[config.mk]
export PLATFORM = sky130hd
export DESIGN_NAME = decode_stage_p
export DESIGN_NICKNAME = d
export VERILOG_FILES = /design/src/rtl/decode_pkg.sv /design/src/rtl/decode_stage_p_reg_file.sv /design/src/rtl/decode_stage_p.sv
export SDC_FILE = /design/constraint.sdc
export NUM_CORES = 1
export LEC_CHECK = 0
export ABC_AREA = 1
export CAP_MARGIN = 25
export CORE_MARGIN = 2
export CORE_UTILIZATION = 50
export DETAILED_ROUTE_END_ITERATION = 10
export PLACE_DENSITY = 0.74
export SYNTH_ARGS = -nofsm -noshare
export SYNTH_HDL_FRONTEND = slang
export SYNTH_SLANG_ARGS = --single-unit
[constraint.sdc]
create_clock -name clk -period 7.7 [get_ports clk]
set_input_delay 1.54 -clock clk [delete_from_list [all_inputs] [get_ports clk]]
set_output_delay 1.54 -clock clk [all_outputs]
set_load 0.05 [all_outputs]
[src/rtl/decode_pkg.sv]
// Shared widths, the load opcode and field-offset helpers for the decode stage.
package decode_pkg;

  localparam int DEF_DATA_W      = 16;
  localparam int DEF_OPC_W       = 3;
  localparam int DEF_REG_ADDR_W  = 3;
  localparam int DEF_IMM_W       = 7;
  localparam int DEF_INSTR_W     = DEF_OPC_W + 2 * DEF_REG_ADDR_W + DEF_IMM_W;
  localparam int DEF_ZERO_REG    = 1;
  localparam int DEF_STALL_CNT_W = 16;

  localparam logic [DEF_OPC_W-1:0] DEF_LOAD_OPC = 3'b100;

  // Field layout at default widths: opc | rs | rt | imm (imm at bit 0).
  localparam int DEF_OPC_MSB = DEF_INSTR_W - 1;
  localparam int DEF_RS_MSB  = DEF_OPC_MSB - DEF_OPC_W;
  localparam int DEF_RT_MSB  = DEF_RS_MSB - DEF_REG_ADDR_W;
  localparam int DEF_IMM_MSB = DEF_IMM_W - 1;

  // What the ID/EX register does on the coming edge, in priority order.
  typedef enum logic [2:0] {
    ACT_HOLD   = 3'd0,
    ACT_FLUSH  = 3'd1,
    ACT_BUBBLE = 3'd2,
    ACT_LOAD   = 3'd3,
    ACT_DRAIN  = 3'd4
  } idexAction_e;

  // MSB of the rs field for an arbitrary parametrisation.
  function automatic int rsMsb(input int instrW, input int opcW);
    return instrW - opcW - 1;
  endfunction

  // MSB of the rt field for an arbitrary parametrisation.
  function automatic int rtMsb(input int instrW, input int opcW, input int regAddrW);
    return instrW - opcW - regAddrW - 1;
  endfunction

endpackage

[src/rtl/decode_stage_p_reg_file.sv]
// Register file with two combinational read ports, one write port, and
// same-cycle write-back bypass onto both read ports.
module reg_file_bypass #(
  parameter int DATA_W     = 16,
  parameter int REG_ADDR_W = 3,
  parameter int ZERO_REG   = 1
) (
  input  logic                  clk,
  input  logic                  rst,
  input  logic                  wrEn,
  input  logic [REG_ADDR_W-1:0] wrAddr,
  input  logic [DATA_W-1:0]     wrData,
  input  logic [REG_ADDR_W-1:0] rdAddr1,
  input  logic [REG_ADDR_W-1:0] rdAddr2,
  output logic [DATA_W-1:0]     rdData1,
  output logic [DATA_W-1:0]     rdData2
);

  localparam int DEPTH = 1 << REG_ADDR_W;

  logic [DATA_W-1:0] regs [DEPTH];
  logic              wrBlocked;
  logic              wrLive;

  // Register 0 is hard-wired to zero when ZERO_REG is set: writes to it
  // are dropped and it never bypasses.
  assign wrBlocked = (ZERO_REG != 0) && (wrAddr == '0);
  assign wrLive    = wrEn && !wrBlocked;

  // Storage update; reset clears every entry.
  always_ff @(posedge clk or posedge rst) begin
    if (rst) begin
      for (int i = 0; i < DEPTH; i++) begin
        regs[i] <= '0;
      end
    end else if (wrLive) begin
      regs[wrAddr] <= wrData;
    end
  end

  // Read port 1: zero register, then bypass, then stored value.
  always_comb begin
    rdData1 = regs[rdAddr1];
    if ((ZERO_REG != 0) && (rdAddr1 == '0)) begin
      rdData1 = '0;
    end else if (wrLive && (wrAddr == rdAddr1)) begin
      rdData1 = wrData;
    end
  end

  // Read port 2: same selection as port 1.
  always_comb begin
    rdData2 = regs[rdAddr2];
    if ((ZERO_REG != 0) && (rdAddr2 == '0)) begin
      rdData2 = '0;
    end else if (wrLive && (wrAddr == rdAddr2)) begin
      rdData2 = wrData;
    end
  end

endmodule

[src/rtl/decode_stage_p.sv]
// Decode stage: splits the instruction, reads operands (with write-back
// bypass), sign-extends the immediate and registers everything into the
// ID/EX register. Load-use hazards against the held instruction insert a
// bubble and bump a saturating stall counter.
//
// Handshake: a transfer happens on a rising edge where valid and ready are
// both high. in_valid/instruction are held by fetch until in_ready; out_*
// fields are held stable while out_valid & ~out_ready. in_ready is
// combinational on out_ready, flush and the incoming instruction.
module decode_stage_p
  import decode_pkg::*;
#(
  parameter int              DATA_W      = DEF_DATA_W,
  parameter int              OPC_W       = DEF_OPC_W,
  parameter int              REG_ADDR_W  = DEF_REG_ADDR_W,
  parameter int              IMM_W       = DEF_IMM_W,
  parameter int              INSTR_W     = OPC_W + 2 * REG_ADDR_W + IMM_W,
  parameter logic [OPC_W-1:0] LOAD_OPC   = OPC_W'(DEF_LOAD_OPC),
  parameter int              ZERO_REG    = DEF_ZERO_REG,
  parameter int              STALL_CNT_W = DEF_STALL_CNT_W
) (
  input  logic                   clk,
  input  logic                   rst,
  input  logic                   in_valid,
  output logic                   in_ready,
  input  logic [INSTR_W-1:0]     instruction,
  input  logic                   flush,
  input  logic                   wb_en,
  input  logic [REG_ADDR_W-1:0]  wb_addr,
  input  logic [DATA_W-1:0]      wb_data,
  output logic                   out_valid,
  input  logic                   out_ready,
  output logic [OPC_W-1:0]       out_opc,
  output logic [REG_ADDR_W-1:0]  out_rs,
  output logic [REG_ADDR_W-1:0]  out_rt,
  output logic [REG_ADDR_W-1:0]  out_rd,
  output logic [DATA_W-1:0]      out_rd1,
  output logic [DATA_W-1:0]      out_rd2,
  output logic [DATA_W-1:0]      out_imm,
  output logic [STALL_CNT_W-1:0] stall_count
);

  localparam int RS_MSB = rsMsb(INSTR_W, OPC_W);
  localparam int RT_MSB = rtMsb(INSTR_W, OPC_W, REG_ADDR_W);

  logic [OPC_W-1:0]      opc;
  logic [REG_ADDR_W-1:0] rs;
  logic [REG_ADDR_W-1:0] rt;
  logic [REG_ADDR_W-1:0] rd;
  logic [IMM_W-1:0]      imm;
  logic [DATA_W-1:0]     immExt;
  logic [DATA_W-1:0]     rd1;
  logic [DATA_W-1:0]     rd2;

  logic        loadHeld;
  logic        rtLive;
  logic        hazard;
  logic        adv;
  idexAction_e action;

  // Field split and sign extension of the incoming instruction.
  assign opc    = instruction[INSTR_W-1 -: OPC_W];
  assign rs     = instruction[RS_MSB -: REG_ADDR_W];
  assign rt     = instruction[RT_MSB -: REG_ADDR_W];
  assign imm    = instruction[IMM_W-1:0];
  assign rd     = imm[IMM_W-1 -: REG_ADDR_W];
  assign immExt = {{(DATA_W - IMM_W){imm[IMM_W-1]}}, imm};

  reg_file_bypass #(
    .DATA_W     (DATA_W),
    .REG_ADDR_W (REG_ADDR_W),
    .ZERO_REG   (ZERO_REG)
  ) u_reg_file (
    .clk     (clk),
    .rst     (rst),
    .wrEn    (wb_en),
    .wrAddr  (wb_addr),
    .wrData  (wb_data),
    .rdAddr1 (rs),
    .rdAddr2 (rt),
    .rdData1 (rd1),
    .rdData2 (rd2)
  );

  // A held load whose destination is a real register blocks any incoming
  // instruction that sources it; the loaded value is not ready yet.
  assign loadHeld = out_valid && (out_opc == LOAD_OPC);
  assign rtLive   = (out_rt != '0) || (ZERO_REG == 0);
  assign hazard   = in_valid && loadHeld && rtLive && ((out_rt == rs) || (out_rt == rt));
  assign adv      = out_ready || !out_valid;
  assign in_ready = adv && !hazard && !flush;

  // Pick the ID/EX update for this edge; flush beats everything.
  always_comb begin
    action = ACT_HOLD;
    if (flush) begin
      action = ACT_FLUSH;
    end else if (adv && hazard) begin
      action = ACT_BUBBLE;
    end else if (adv && in_valid) begin
      action = ACT_LOAD;
    end else if (adv) begin
      action = ACT_DRAIN;
    end
  end

  // ID/EX register; bubbles and flushes only clear out_valid.
  always_ff @(posedge clk or posedge rst) begin
    if (rst) begin
      out_valid <= 1'b0;
      out_opc   <= '0;
      out_rs    <= '0;
      out_rt    <= '0;
      out_rd    <= '0;
      out_rd1   <= '0;
      out_rd2   <= '0;
      out_imm   <= '0;
    end else begin
      case (action)
        ACT_FLUSH, ACT_BUBBLE, ACT_DRAIN: begin
          out_valid <= 1'b0;
        end
        ACT_LOAD: begin
          out_valid <= 1'b1;
          out_opc   <= opc;
          out_rs    <= rs;
          out_rt    <= rt;
          out_rd    <= rd;
          out_rd1   <= rd1;
          out_rd2   <= rd2;
          out_imm   <= immExt;
        end
        default: begin
          out_valid <= out_valid;
        end
      endcase
    end
  end

  // Saturating count of bubble cycles inserted for load-use hazards.
  always_ff @(posedge clk or posedge rst) begin
    if (rst) begin
      stall_count <= '0;
    end else if ((action == ACT_BUBBLE) && (stall_count != '1)) begin
      stall_count <= stall_count + STALL_CNT_W'(1);
    end
  end

endmodule

# Word level (Yosys, flattened, before mapping)
# Cells that the tools add are included.
[totals]
regBits = 196
elab_cells = 78
output_inout_bits = 78
in_bits = 41
[op_classes]
addsub = 1
mux = 18
magnitude_cmp = 4
n_bitwise = 3
eq_ne = 10
n_reduce_logical = 25
[op_table]
columns = ["op", "count"]
rows = [
  ["16-bit two-way mux", 9],
  ["128-bit bitwise mux", 1],
  ["16-bit binary-select mux with 3-bit select", 2],
  ["16-bit demux with 3-bit select", 1],
  ["16-bit by 1-bit adder with 16-bit output, second input constant", 1],
  ["16-bit != test, second input constant", 1],
  ["1-bit logical AND", 13],
  ["3-bit equality test", 4],
  ["4-bit >= comparator, second input constant", 3],
  ["3-bit two-way mux", 4],
  ["3-bit inverter with 4-bit output", 3],
  ["3-bit zero test", 3],
  ["3-bit by 2-bit equality test with 1-bit output, second input constant", 2],
  ["3-bit equality test, second input constant", 2],
  ["1-bit zero test", 4],
  ["4-bit by 1-bit less-than comparator with 1-bit output, second input constant", 1],
  ["3-bit by 1-bit equality test with 1-bit output, second input constant", 1],
  ["3-bit nonzero test", 1],
  ["3-bit OR reduction", 1],
  ["1-bit logical OR", 2],
  ["1-bit case mux with 2 select lines", 1],
  ["2-bit nonzero test", 1],
]

# Logic depth before layout (Yosys ltp)
[logic_depth]
depth_word = 11
mapped_depth = 12
ltp_nobuf = 9

# Hierarchy
# From an unflattened synthesis, not the netlist that was laid out.
[unflattened]
hier_cells = 1558
area_unflattened_um2 = 10792.9
[modules_own_cells]
columns = ["mod", "seq_area_each_um2", "instances", "area_per_inst_um2", "cells_per_inst"]
rows = [
  ["reg_file_bypass", 3203.1, 1, 7716.2, 1184],
  ["decode_stage_p", 1626.6, 1, 3076.7, 374],
]

# Worst setup path after synthesis
# OpenSTA, ideal clock, no wires.
[synth_timing]
path_type = "input-to-output"
from = "input instruction[12]"
to = "output in_ready"
t_required_ns = 6.160
setup_slack_ns = 3.133
path_stages = 11
arrival_time_ns = 3.027
path_buffers = 3
path_cell_list = "buf_4 -> inv_4 -> nand2_1 -> nand2_1 -> nand3_1 -> nand2_1 -> nand2_2 -> buf_6 -> buf_2 -> nand2_1 -> nor2_1"
[synth_between]
elab_chain_len = 6
[synth_lines]
columns = ["item", "line_no", "rtl"]
rows = [
  ["from (decl)", "decode_stage_p.sv:26", "input logic [INSTR_W-1:0] instruction,"],
  ["3-bit equality test", "decode_stage_p.sv:89", "assign hazard = in_valid && loadHeld && rtLive && ((out_rt == rs) || (out_rt == rt));"],
  ["1-bit logical OR", "decode_stage_p.sv:89", ""],
  ["1-bit logical AND", "decode_stage_p.sv:89", ""],
  ["1-bit zero test", "decode_stage_p.sv:91", "assign in_ready = adv && !hazard && !flush;"],
  ["1-bit logical AND (2 in a row)", "decode_stage_p.sv:91", ""],
  ["to (decl)", "decode_stage_p.sv:25", "output logic in_ready,"],
]
# No other way between the ends.

# Final worst setup path
[layout_timing]
from = "input instruction[9]"
to = "output in_ready"
# Same word-level chain as after synthesis.

==> impl_metrics.py <==
metrics = {
    "logic_synthesis": {
        "syn_area_um2": 10430,
        "synth_seq_cells": 193,
        "ys_top_cells_by_count": "nand2_1 (489), nand3_1 (234), dfrtp_1 (193)",
        "synth_nets": 1456,
        "netlist.area_leader.share_pct": 46.32,
        "synth_most_common_cell": "nand2_1",
        "ys_types": 33,
        "synth_enable_flop_cells": 0,
        "synthFlopType": "dfrtp_1",
        "synthArstFlopShare_pct": 100.0,
        "synthTopCellsByArea": "dfrtp_1 (46%), nand2_1 (18%), nand3_1 (11%)",
        "syn_avg_cell_area_um2": 7.374,
        "synth_warnings": 0,
        "synthCells": 1414,
        "ys_seq_area_share_pct": 46.32,
        "yosys.area.top_type": "dfrtp_1",
    },
    "detailed_routing": {
        "viasPerCell": 5.697,
        "ant_nets": 0,
        "firstDrtPassIters": 6,
        "drtIter0Drc": 1182,
        "vias": 9884,
        "wl_mm": 30.61,
        "drc_errors": 0,
        "wl_per_cell_um": 17.64,
    },
    "timing": {
        "holdWs_ns": 0.4042,
        "fin_skew_ns": 0.01038,
        "finalSetupViolCount": 0,
        "rsz0062_at_grt": "false",
        "tns_ns": 0,
        "fmaxAchievable_mhz": 178.7,
        "final.min_clock_period_ns": 5.595,
        "worst_pin_slew_ns": 0.9167,
        "finalHoldViolCount": 0,
        "maxSlewHeadroom_pct": 38.88,
        "fin_crit_sh_pct": 72.66,
        "drv_slew": 0,
    },
    "job": {
        "drv_cap": 0,
    },
    "hold_path": {
        "hold_path_class": "reg -> reg",
    },
    "finish": {
        "syn2layout_area_growth_pct": 17.04,
        "regArea_um2": 4830,
        "insertedDiodeCount": 0,
        "multi_input_area_um2": 4726,
        "drive_above_1_share_pct": 5.597,
        "n_fill_cell": 1851,
        "final_nets": 1494,
    },
    "cts": {
        "h-tree-depth": 4,
        "clkSlewWorstSetupHoldPaths_ns": 0.07,
        "clock_latency_ns": 0.45,
        "cts-buffers-inserted": 17,
        "post_cts_buffers": 0,
        "cts_max_path_buffers": 2,
        "hold_buffers": 0,
        "clock-root-buffer": "clkbuf_16",
        "cts_sinks": 193,
        "ctsResizeCount": 0,
        "cts_tree": "yes",
    },
    "place": {
        "place_hpwl_mm": 19.24,
        "port-buffer-count": 118,
        "gp_congestion": 0.8939,
    },
    "worst_setup_path": {
        "rrSetupSlack_ns": 5.51,
        "cp_slowest_cell": "clkdlybuf4s50_1",
        "arrival_ns": 4.05,
        "crit_type": "in -> out",
        "path_cells": "clkdlybuf4s50_1 -> inv_1 -> nand2_1 -> nand2_1 -> nand3_1 -> nand2_1 -> nand2_2 -> nand2_1 -> nor2_1 -> clkdlybuf4s50_1",
        "crit_top_cell": "nand2_1",
        "max_stage_delay_ns": 0.81,
        "path_max_fanout": 20,
        "critPathLaunchType": "input pin",
        "worst_setup_path_end_kind": "primary output",
        "critical_path_required_ns": 6.16,
    },
    "floorplan": {
        "dieArea_um2": 22020,
        "rows": 52,
        "initial_core_util_pct": 51.20,
        "die_y_um": 148.4,
        "fp.coreArea_um2": 20360,
        "io_pins": 119,
        "fp.dieW_um": 148.4,
    },
    "global_route": {
        "grt_antenna_before_repair": 0,
        "grt_max_degree": 125,
        "grt_pass1_wl_mm": 49.80,
        "overflow": 0,
        "grt_use_total_pct": 28.63,
        "grt_pass1_vias": 9252,
    },
    "run_status": {
        "status": "finished, final reports clean",
    },
    "power": {
        "p_leak_nw": 5.757,
        "peakVddDrop_mv": 0.1660,
        "power.density_nw_per_um2": 254.0,
    },
}
## layout by cell type, fill, tap and decap left out, drive strengths merged, types with 2 or more instances in the layout
cell type,synthesis,layout
nand2,492,492
nand3,245,245
dfrtp,193,193
o21ai,191,191
clkdlybuf4s50,0,116
inv,78,86
nor2,51,51
buf,61,19
clkbuf,55,17
xor2,12,12
nand4,10,10
a21oi,10,10
xnor2,7,7
nor3,6,6
bufinv,0,4
clkinvlp,0,2
## report_power, final
group | switching (mW) | total (mW) | internal (mW)
Sequential | 0.129 | 1.30 | 1.17
Combinational | 0.546 | 0.819 | 0.273
Clock | 0.424 | 0.979 | 0.555
## final timing paths
| kind | start | endpoint | cells after the start |
|---|---|---|---|
| max in group asynchronous | rst | u_reg_file.regs[86]$_DFFE_PP0P_ | 3 |
| min in group asynchronous | rst | stall_count[0]$_DFFE_PP0P_ | 2 |
| max | instruction[9] | in_ready | 10 |
| min reg2reg | u_reg_file.regs[123]$_DFFE_PP0P_ | u_reg_file.regs[123]$_DFFE_PP0P_ | 0 |
| min | u_reg_file.regs[123]$_DFFE_PP0P_ | u_reg_file.regs[123]$_DFFE_PP0P_ | 0 |
| max reg2reg | out_rt[2]$_DFFE_PP0P_ | out_rd1[9]$_DFFE_PP0P_ | 10 |
## cells by family (layout without fill, tap and decap cells)
group | Yosys count | count (layout) | share of synthesized area [%]
simple gates | 805 | 805 | 33.54
compound gates | 202 | 202 | 9.936
buf+inv | 194 | 245 | 8.412
flops | 193 | 193 | 46.32
xor+xnor | 19 | 19 | 1.668
fa+ha+maj | 1 | 1 | 0.1200
## per-layer routing
layer	track usage [%]	vias up	wire length, um
met5	0	-	0
met4	8.429	0	825
met3	5.521	84	2948
met2	43.84	516	13480
met1	41.65	4629	13350
li1	-	4655	-
## cell type report
type / count / area share [%]
Multi-Input combinational cell: 1027 / 38.73
Clock buffer: 17 / 3.486
Timing Repair Buffer: 135 / 11.13
Sequential cell: 193 / 39.58
Inverter: 78 / 2.522
Tap cell: 270 / 2.768
Clock inverter: 15 / 1.784
## stage by stage
stage / worst slack (ns) / utilization, % / power [mW] / cells / cell area, um^2
finish: 2.106 / 59.92 / 3.100 / 1735 / 12200
global route: 1.970 / 59.92 / 3.249 / 1735 / 12200
CTS: 2.121 / 59.92 / 3.105 / 1735 / 12200
detailed placement: 2.134 / 56.76 / 2.127 / 1703 / 11560
global placement: 2.195 / 56.36 / 2.106 / 1700 / 11480
floorplan: 0.9045 / - / 1.862 / 1414 / 10430
## worst max-delay path, delay by kind of cell
| kind | cells | cell delay [ns] |
|---|---|---|
| simple gates | 7 | 0.92 |
| buf+inv | 3 | 1.61 |
## flip-flops by register name, indices dropped and copies added, names as in the netlist
signal	flops
stall_count	16
out_opc	3
out_rd1	16
out_rd	3
out_rd2	16
out_imm	4
out_rs	3
u_reg_file.regs	128
out_rt	3
out_valid	1
Note: power is estimated with default switching activity, not from simulation.
